$ cat config.mk
export PLATFORM = sky130hd
export DESIGN_NAME = sram_access_seq_flat
export DESIGN_NICKNAME = d
export VERILOG_FILES = /design/src/rtl/sram_pkg.sv /design/src/rtl/sram_access_seq_if.sv /design/src/rtl/sram_access_seq.sv /design/src/flat_wrapper.sv
export SDC_FILE = /design/constraint.sdc
export NUM_CORES = 1
export LEC_CHECK = 0
export BUFFER_PORTS_ARGS = -buffer_cell sky130_fd_sc_hd__buf_2
export CAP_MARGIN = 5
export CORE_MARGIN = 3
export CORE_UTILIZATION = 40
export DETAILED_ROUTE_END_ITERATION = 8
export HOLD_SLACK_MARGIN = 0.1
export PLACE_DENSITY = 0.64
export SETUP_SLACK_MARGIN = 0.05
export SYNTH_ARGS = -nofsm -noshare
export SYNTH_HDL_FRONTEND = slang
export SYNTH_SLANG_ARGS = --single-unit
$ cat constraint.sdc
create_clock -name clk_sys -period 2.6 [get_ports clk_sys]
set_clock_uncertainty 0.1 [all_clocks]
set_input_delay 0.52 -clock clk_sys [delete_from_list [all_inputs] [get_ports clk_sys]]
set_output_delay 0.52 -clock clk_sys [all_outputs]
set_load 0.01 [all_outputs]
$ cat src/rtl/sram_pkg.sv
// rtl/sram_pkg.sv - shared SRAM widths, timing defaults and sequencer state encoding
package sram_pkg;

    localparam int SRAM_AW     = 21;
    localparam int SRAM_DW     = 8;
    localparam int CNT_W       = 4;

    localparam int T_SETUP_DEF = 1;
    localparam int T_PULSE_DEF = 3;
    localparam int T_HOLD_DEF  = 1;

    typedef enum logic [2:0] {
        ST_IDLE  = 3'd0,
        ST_SETUP = 3'd1,
        ST_PULSE = 3'd2,
        ST_HOLD  = 3'd3,
        ST_DONE  = 3'd4
    } state_t;

endpackage

$ cat src/rtl/sram_access_seq_if.sv
// rtl/sram_access_seq_if.sv - core-side request/ack bus of the SRAM access sequencer
interface sram_access_seq_if;
    import sram_pkg::*;

    logic               req;
    logic               we;
    logic [SRAM_AW-1:0] addr;
    logic [SRAM_DW-1:0] wdata;
    logic               busy;
    logic               ack;
    logic [SRAM_DW-1:0] rdata;

    modport master (
        output req, we, addr, wdata,
        input  busy, ack, rdata
    );

    modport slave (
        input  req, we, addr, wdata,
        output busy, ack, rdata
    );

endinterface

$ cat src/rtl/sram_access_seq.sv
// rtl/sram_access_seq.sv - turns single-cycle requests into timed async-SRAM strobe sequences
module sram_access_seq
    import sram_pkg::*;
#(
    parameter int T_SETUP = T_SETUP_DEF,
    parameter int T_PULSE = T_PULSE_DEF,
    parameter int T_HOLD  = T_HOLD_DEF
) (
    input  logic               clk_sys,
    input  logic               reset_n,
    sram_access_seq_if.slave   bus,
    output logic [SRAM_AW-1:0] sram_a,
    output logic [SRAM_DW-1:0] sram_dq_o,
    output logic               sram_dq_oe,
    input  logic [SRAM_DW-1:0] sram_dq_i,
    output logic               sram_nce,
    output logic               sram_noe,
    output logic               sram_nwe
);

    // The timing counter is 4 bits wide; anything it cannot express is rejected at elaboration.
    if (T_SETUP < 0 || T_SETUP > 15) begin : g_bad_setup
        $error("T_SETUP out of range 0..15");
    end
    if (T_PULSE < 1 || T_PULSE > 15) begin : g_bad_pulse
        $error("T_PULSE out of range 1..15");
    end
    if (T_HOLD < 0 || T_HOLD > 15) begin : g_bad_hold
        $error("T_HOLD out of range 0..15");
    end

    localparam logic [CNT_W-1:0] SETUP_LD = CNT_W'(T_SETUP - 1);
    localparam logic [CNT_W-1:0] PULSE_LD = CNT_W'(T_PULSE - 1);
    localparam logic [CNT_W-1:0] HOLD_LD  = CNT_W'(T_HOLD - 1);

    state_t             state, state_nx;
    logic [CNT_W-1:0]   cnt, cnt_nx;
    logic               we_q, we_nx;
    logic               accept;
    logic               active_nx;

    // Next-state and counter: each timed state loads (width-1) on entry and exits when it hits zero.
    always_comb begin
        state_nx = state;
        cnt_nx   = cnt;
        we_nx    = we_q;
        accept   = 1'b0;
        case (state)
            ST_IDLE: begin
                if (bus.req) begin
                    accept = 1'b1;
                    we_nx  = bus.we;
                    if (T_SETUP > 0) begin
                        state_nx = ST_SETUP;
                        cnt_nx   = SETUP_LD;
                    end else begin
                        state_nx = ST_PULSE;
                        cnt_nx   = PULSE_LD;
                    end
                end
            end
            ST_SETUP: begin
                if (cnt == '0) begin
                    state_nx = ST_PULSE;
                    cnt_nx   = PULSE_LD;
                end else begin
                    cnt_nx = cnt - 1'b1;
                end
            end
            ST_PULSE: begin
                if (cnt == '0) begin
                    if (T_HOLD > 0) begin
                        state_nx = ST_HOLD;
                        cnt_nx   = HOLD_LD;
                    end else begin
                        state_nx = ST_DONE;
                    end
                end else begin
                    cnt_nx = cnt - 1'b1;
                end
            end
            ST_HOLD: begin
                if (cnt == '0) begin
                    state_nx = ST_DONE;
                end else begin
                    cnt_nx = cnt - 1'b1;
                end
            end
            ST_DONE: begin
                state_nx = ST_IDLE;
            end
            default: begin
                state_nx = ST_IDLE;
            end
        endcase
    end

    // Chip is selected in every timed state; the DONE cycle deselects it.
    always_comb begin
        active_nx = (state_nx == ST_SETUP) || (state_nx == ST_PULSE) || (state_nx == ST_HOLD);
    end

    // State plus all outputs registered from the next-state decode so strobes are glitch-free.
    always_ff @(posedge clk_sys or negedge reset_n) begin
        if (!reset_n) begin
            state      <= ST_IDLE;
            cnt        <= '0;
            we_q       <= 1'b0;
            sram_a     <= '0;
            sram_dq_o  <= '0;
            sram_dq_oe <= 1'b0;
            sram_nce   <= 1'b1;
            sram_noe   <= 1'b1;
            sram_nwe   <= 1'b1;
            bus.busy   <= 1'b0;
            bus.ack    <= 1'b0;
            bus.rdata  <= '0;
        end else begin
            state      <= state_nx;
            cnt        <= cnt_nx;
            we_q       <= we_nx;
            if (accept) begin
                sram_a <= bus.addr;
                if (bus.we) begin
                    sram_dq_o <= bus.wdata;
                end
            end
            sram_nce   <= !active_nx;
            sram_noe   <= !((state_nx == ST_PULSE) && !we_nx);
            sram_nwe   <= !((state_nx == ST_PULSE) && we_nx);
            sram_dq_oe <= active_nx && we_nx;
            bus.busy   <= (state_nx != ST_IDLE);
            bus.ack    <= (state_nx == ST_DONE);
            // Sample read data on the edge that ends the last pulse cycle, while nOE is still low.
            if ((state == ST_PULSE) && (cnt == '0) && !we_q) begin
                bus.rdata <= sram_dq_i;
            end
        end
    end

endmodule

$ cat src/flat_wrapper.sv
// flat-port wrapper written by rule: the top's interface ports become plain ports
module sram_access_seq_flat import sram_pkg::*;
#(
    parameter int T_SETUP = T_SETUP_DEF,
    parameter int T_PULSE = T_PULSE_DEF,
    parameter int T_HOLD  = T_HOLD_DEF
)
  (clk_sys, reset_n, sram_a, sram_dq_o, sram_dq_oe, sram_dq_i, sram_nce, sram_noe, sram_nwe, bus_req, bus_we, bus_addr, bus_wdata, bus_busy, bus_ack, bus_rdata);
  sram_access_seq_if bus_i ();
  input  logic clk_sys;
  input  logic reset_n;
  output logic [SRAM_AW-1:0] sram_a;
  output logic [SRAM_DW-1:0] sram_dq_o;
  output logic sram_dq_oe;
  input  logic [SRAM_DW-1:0] sram_dq_i;
  output logic sram_nce;
  output logic sram_noe;
  output logic sram_nwe;
  input wire logic [$bits(bus_i.req)-1:0] bus_req;
  input wire logic [$bits(bus_i.we)-1:0] bus_we;
  input wire logic [$bits(bus_i.addr)-1:0] bus_addr;
  input wire logic [$bits(bus_i.wdata)-1:0] bus_wdata;
  output wire logic [$bits(bus_i.busy)-1:0] bus_busy;
  output wire logic [$bits(bus_i.ack)-1:0] bus_ack;
  output wire logic [$bits(bus_i.rdata)-1:0] bus_rdata;
  assign bus_i.req = bus_req;
  assign bus_i.we = bus_we;
  assign bus_i.addr = bus_addr;
  assign bus_i.wdata = bus_wdata;
  assign bus_busy = bus_i.busy;
  assign bus_ack = bus_i.ack;
  assign bus_rdata = bus_i.rdata;
  sram_access_seq #(.T_SETUP(T_SETUP), .T_PULSE(T_PULSE), .T_HOLD(T_HOLD)) u_core (.clk_sys(clk_sys), .reset_n(reset_n), .bus(bus_i), .sram_a(sram_a), .sram_dq_o(sram_dq_o), .sram_dq_oe(sram_dq_oe), .sram_dq_i(sram_dq_i), .sram_nce(sram_nce), .sram_noe(sram_noe), .sram_nwe(sram_nwe));
endmodule
==> results of run 1 <==
cell usage after synthesis:
| cell | instances |
|---|---|
| dfrtp_1 | 48 |
| nor3b_1 | 2 |
| nor4b_4 | 1 |
| xnor2_1 | 1 |
| nand2_1 | 1 |
| mux2_4 | 8 |
| or4_4 | 1 |
| nor3_1 | 2 |
| a21oi_1 | 1 |
| o22ai_1 | 1 |
| buf_2 | 3 |
| nand2_2 | 1 |
| or2_2 | 1 |
| o21ba_2 | 1 |
| nor2_1 | 3 |
| a311oi_1 | 1 |
| nor2b_1 | 1 |
| a211oi_1 | 1 |
| nand4bb_4 | 1 |
| a211o_1 | 1 |
| and4bb_2 | 1 |
| o2bb2ai_1 | 1 |
| nand3b_1 | 2 |
| mux2i_1 | 1 |
| and2b_1 | 1 |
| inv_1 | 6 |
| a31oi_1 | 1 |
| nand3_1 | 1 |
| and2_1 | 1 |
| buf_6 | 2 |
| a22o_1 | 1 |
| clkbuf_1 | 1 |
| mux2_2 | 29 |
| or3b_2 | 2 |
| dfstp_2 | 3 |
| a21bo_2 | 1 |
| a2111oi_0 | 1 |
| a32o_1 | 1 |
| ha_1 | 2 |
worst max-delay path by stage:
stage                     depth (start not counted)                         endpoint  slack (ns)
after CTS                                         5  u_core.bus.rdata[2]$_DFFE_PN0P_        0.57
after global placement                            5  u_core.bus.rdata[3]$_DFFE_PN0P_        0.64
after global routing                              5        u_core.cnt[3]$_DFFE_PN0P_        0.46
final                                             5  u_core.bus.rdata[2]$_DFFE_PN0P_        0.57
after floorplan                                   6  u_core.bus.rdata[0]$_DFFE_PN0P_        0.68
after detailed placement                          5  u_core.bus.rdata[2]$_DFFE_PN0P_        0.57
routing by layer:
layer | part of all wire | vias up | global-route usage
met5 | 0 | - | 0
li1 | - | 672 | -
met3 | 0.074 | 7 | 0.0340
met4 | 0.016 | 0 | 0.0629
met1 | 0.44 | 644 | 0.182
met2 | 0.47 | 50 | 0.220
layout make-up:
type,instances,area (um2),share of cell area
tap,67,83.8,0.0307
clock buffer,6,82.6,0.0302
sequential,51,1280,0.469
multi-input combinational,75,774,0.284
inverter,6,22.5,0.00825
timing repair buffer,87,448,0.164
clock inverter,2,38.8,0.0142
state kept, by name, indices dropped and copies added, names as in the netlist:
| signal | cells |
|---|---|
| u_core.bus.ack | 1 |
| u_core.bus.busy | 1 |
| u_core.bus.rdata | 8 |
| u_core.cnt | 4 |
| u_core.sram_a | 21 |
| u_core.sram_dq_o | 8 |
| u_core.sram_dq_oe | 1 |
| u_core.sram_nce | 1 |
| u_core.sram_noe | 1 |
| u_core.sram_nwe | 1 |
| u_core.state | 3 |
| u_core.we_q | 1 |
metrics by stage:
| step | std cells | hold WS (ns) | area, um2 |
|---|---|---|---|
| after detailed placement | 285 | 0.252 | 2600 |
| after global placement | 285 | 0.249 | 2600 |
| after CTS | 294 | 0.335 | 2730 |
| after floorplan | 138 | 0.124 | 2120 |
| after global routing | 294 | 0.328 | 2730 |
| final | 294 | 0.341 | 2730 |
power by group through the flow:
stage                     combinational [mW]  sequential, mW  clock [mW]
after global placement                  1.36            1.44           0
after detailed placement                1.38            1.45           0
final                                   1.36            1.43       0.572
after floorplan                        0.772            1.55           0
after global routing                    1.48            1.49       0.628
after CTS                               1.39            1.43       0.587
kinds of logic (layout without fill, tap and decap cells):
group / Yosys count / count (layout)
DFF: 51 / 51
muxes: 38 / 38
and+or+nand+nor: 22 / 22
AOI/OAI and AO/OA: 12 / 12
buffers and inverters: 12 / 101
adders and majority gates: 2 / 2
xor gates and xnor gates: 1 / 1
repair_timing:
action,4_1_cts,5_1_grt
gates resized for setup,0,0
hold buffers,1,0
hold endpoints to repair,4,0
==> flow_summary.ini, run 1 <==
[logic_synthesis]
synth_xor_xnor_area_share = 0.00413
synth_compound_area_frac = 0.0467
syn_avg_cell_area_um2 = 15.3
seq_area_frac_synth = 0.604
synth_top_family_by_area = multiplexers
syn_area_um2 = 2120
ys_types = 39
synthCells = 138
ys_seq_elements = 51
synthMuxAreaShare = 0.216
synth_fp_nets = 181
synth_simple_gate_area_share = 0.0874
yosys_warnings = 0
synthAdderAreaFrac = 0.0118
synth.largest_area_cell = dfrtp_1
synth.area.top_cells = dfrtp_1 57%, mux2_2 15%, mux2_4 5.7%, dfstp_2 3.7%, nand4bb_4 1.3%
synth.top_cell.area_share = 0.567

[min_path]
min_to = u_core.sram_dq_o[4]$_DFFE_PN0P_
min_from = bus_wdata[4]
min_path_type = in2reg
min_path_cells = 2

[detailed_routing]
route.detailed.drc = 0
first_pass_iters = 3
num_vias = 1373
wl_mm = 4.22
wl_per_cell_um = 14.3
viasPerCell = 4.67
drt_iter0_drc = 34
postRouteAntennaNets = 0

[worst_setup_path]
cp_slowest_cell = or4_4
worstReg2RegEnd = u_core.bus.rdata[2]$_DFFE_PN0P_
ff2ff_path_depth = 5
crit_buf_inv = 1
crit_arrival_ns = 2.12
crit_path_start = u_core.cnt[0]$_DFFE_PN0P_
worstSetupEndpointType = flip-flop
crit_path_cell_trace = inv_1 -> ha_1 -> nand4bb_4 -> or4_4 -> mux2_4
critPathTopFamily = simple AND/OR/NAND/NOR gates
rrSetupSlack_ns = 0.57
critPathKind = reg2reg
critPathMaxFanout = 8
r2r-start = u_core.cnt[0]$_DFFE_PN0P_
required_ns = 2.69
start_kind = flip-flop
critical-path-max-stage-delay_ns = 0.55

[timing]
post-route-min-period_ns = 2.03
tns_ns = 0
finalSetupViolCount = 0
setup_ws_ns = 0.568
grt_setup_unrepaired = no
worst_pin_slew_ns = 0.437
fin_crit_sh = 0.781
maxSlewViolCount = 0
final_hold_viol_count = 0
max_slew_margin = 0.709
fmax_mhz = 492

[clock_network]
cts_num_sinks = 51
htree_levels = 2
cts_setup_buffers = 0
cts_tree = yes
cts_buffers = 5
clk_latency_ns = 0.30
cts-root-buf = clkbuf_8
path_clk_slew_ns = 0.09
clock_path_buffers = 2

[power]
power.total_mw = 3.36
p_sw_frac = 0.330
p_comb_frac = 0.404
power_frac_seq = 0.426
internal_power_mw = 2.25
vdd_ir_drop_max_uv = 569
p_clk_frac = 0.170
p_switching_mw = 1.11
power.density_nw_per_um2 = 1230
p_leak_nw = 1.34

[run]
cap_violations = 0

[cells_and_area]
fillers = 443
final_layout_size_suffix_gt1_frac = 0.634
final_nets = 269
n_antenna_cell = 0
finish.utilization = 0.556
area_growth_pct = 28.9
layout_commonest_cell = buf_2
mostFrequentLayoutCells = 83 x buf_2, 48 x dfrtp_1, 29 x mux2_2, 8 x mux2_4

[placement]
pre_cts_ws_ns = 0.574
io_buffers = 83
dp.final_hpwl_mm = 3.16
place_congestion = 0.823

[grt]
grt_usage = 0.140
grt_pass1_vias = 1392
grt_max_degree = 32
grt.overflow.total = 0
antenna_found_initial = 0
grt_pass1_wl_mm = 6.69

[die]
fp-row-count = 25
die_w_um = 78.8
start_util = 0.431
die_area_um2 = 6200
pin_count = 84
die_h_um = 78.8
core_area_um2 = 4910

[status]
status = completed
Power figures use the tool's default switching activity.
==> run 2: changes to the inputs <==
- clock period: 2.6 -> 2 ns (I/O delays scaled with it)
==> run 2 against run 1 <==
Net effect: total power rose by 33%; fmax is 5.6% higher; sequential power grew 29%; final cell count grew 1.7%; largest power group is now combinational cells; hold slack lost 0.12 ns; critical path depth stayed put; clock power rose by 28%; routed wire length is 3.3% higher; combinational power increased by 40%; first-iteration DRC count is 2.9% higher; sequential share of layout area decreased by 1.3 points; worst setup slack worse by 0.49 ns.
==> flow_summary.ini, run 2 (synthesized netlist as in run 1, its figures left out) <==
[die]
die_area_um2 = 6200
pin_count = 84
start_util = 0.431
die_h_um = 78.8
die_w_um = 78.8
core_area_um2 = 4910
fp-row-count = 25

[clock_network]
cts-root-buf = clkbuf_8
cts_buffers = 5
clock_path_buffers = 2
path_clk_slew_ns = 0.09
htree_levels = 2
clk_latency_ns = 0.29
cts_tree = yes
cts_num_sinks = 51

[power]
power.total_mw = 4.47
power.density_nw_per_um2 = 1590
p_sw_frac = 0.328
p_switching_mw = 1.47
p_clk_frac = 0.163
power_frac_seq = 0.412
p_leak_nw = 1.37
p_comb_frac = 0.425
internal_power_mw = 3.01
vdd_ir_drop_max_uv = 720

[cells_and_area]
top_register = u_core.sram_a
fin_area_um2 = 2810
final_layout_size_suffix_gt1_frac = 0.659
final_nets = 274
largest_registers = u_core.sram_a: 21 flops, u_core.bus.rdata: 8 flops, u_core.sram_dq_o: 8 flops
largest_reg_flops = 21
layoutNonFillerInstCount = 299
finish.utilization = 0.572
layout_commonest_cell = buf_2
area_growth_pct = 32.5
mostFrequentLayoutCells = 83 x buf_2, 48 x dfrtp_1, 29 x mux2_2, 8 x mux2_4
n_antenna_cell = 0

[grt]
antenna_found_initial = 0
grt_pass1_vias = 1401
grt_pass1_wl_mm = 6.98
grt_usage = 0.146
grt.overflow.total = 0
grt_max_degree = 24

[detailed_routing]
drt_iter0_drc = 35
postRouteAntennaNets = 0
wl_mm = 4.36
first_pass_iters = 2
route.detailed.drc = 0
wl_per_cell_um = 14.6
viasPerCell = 4.71
num_vias = 1408

[timing]
final_hold_viol_count = 0
maxSlewViolCount = 0
finalSetupViolCount = 0
grt_setup_unrepaired = yes
fmax_mhz = 520
max_slew_margin = 0.632
post-route-min-period_ns = 1.92
fin_crit_sh = 0.962
worst_pin_slew_ns = 0.551
tns_ns = 0

[worst_setup_path]
rrSetupSlack_ns = 0.08
start_kind = flip-flop
crit_arrival_ns = 2.00
critPathKind = reg2reg
critPathMaxFanout = 8
worstSetupEndpointType = flip-flop
required_ns = 2.08
cp_slowest_cell = or4_4
crit_path_cell_trace = inv_2 -> ha_4 -> nand4bb_4 -> or4_4 -> mux2_4
critical-path-max-stage-delay_ns = 0.60
critPathTopFamily = simple AND/OR/NAND/NOR gates
crit_buf_inv = 1

[placement]
io_buffers = 83
dp.final_hpwl_mm = 3.25
place_congestion = 0.805
dpl.cell_count = 289
place_area_um2 = 2650

[run]
cap_violations = 0

[status]
status = completed

[min_path]
min_path_type = in2reg
==> run 2: cell type report <==
class                   count  area, um2
repair buffers             92        510
well taps                  67       83.8
flip-flops and latches     51       1280
clock inverters             2       35.0
multi-input cells          75        793
fillers                   429       2100
clock buffers               6       82.6
inverters                   6       22.5
==> run 2: path summary, 6_finish.rpt <==
| check | from | end | depth (start not counted) |
|---|---|---|---|
| max | u_core.cnt[0]$_DFFE_PN0P_ | u_core.bus.rdata[0]$_DFFE_PN0P_ | 5 |
| max in group asynchronous | reset_n | u_core.sram_dq_o[4]$_DFFE_PN0P_ | 3 |
| min in group asynchronous | reset_n | u_core.sram_dq_oe$_DFF_PN0_ | 2 |
| min reg2reg | u_core.sram_dq_o[3]$_DFFE_PN0P_ | u_core.sram_dq_o[3]$_DFFE_PN0P_ | 1 |
| max reg2reg | u_core.cnt[0]$_DFFE_PN0P_ | u_core.bus.rdata[0]$_DFFE_PN0P_ | 5 |
| min | bus_addr[14] | u_core.sram_a[14]$_DFFE_PN0P_ | 2 |
==> run 2: repair_timing <==
action                                  CTS  global route
resized for setup                         1             5
endpoints found under the hold margin    18             0
endpoints found under the setup margin    9             9
buffers inserted                          0             1
pin swaps                                 0             2
hold buffers                              1             0
==> run 2: layer usage <==
metal  part of all wire  vias to the layer above  global-route usage
li1                   -                      676                   -
met1               0.43                      680               0.192
met2               0.49                       48               0.235
met3              0.068                        4              0.0385
met4              0.012                        0              0.0472
met5                  0                        -                   0
==> run 2: power groups by stage <==
stage / sequential [mW] / clock (mW) / combinational [mW]
after floorplan: 2.01 / 0 / 1.00
after global placement: 1.86 / 0 / 1.84
after detailed placement: 1.87 / 0 / 1.87
after CTS: 1.84 / 0.755 / 1.88
after global routing: 1.92 / 0.805 / 2.06
final: 1.84 / 0.730 / 1.90
==> run 2: through the flow <==
stage	setup WS (ns)	hold WS [ns]
finish	0.0758	0.225
global route	0.0294	0.214
CTS	0.0506	0.215
detailed placement	0.0257	0.320
global placement	0.0708	0.318
floorplan	0.0829	0.00441
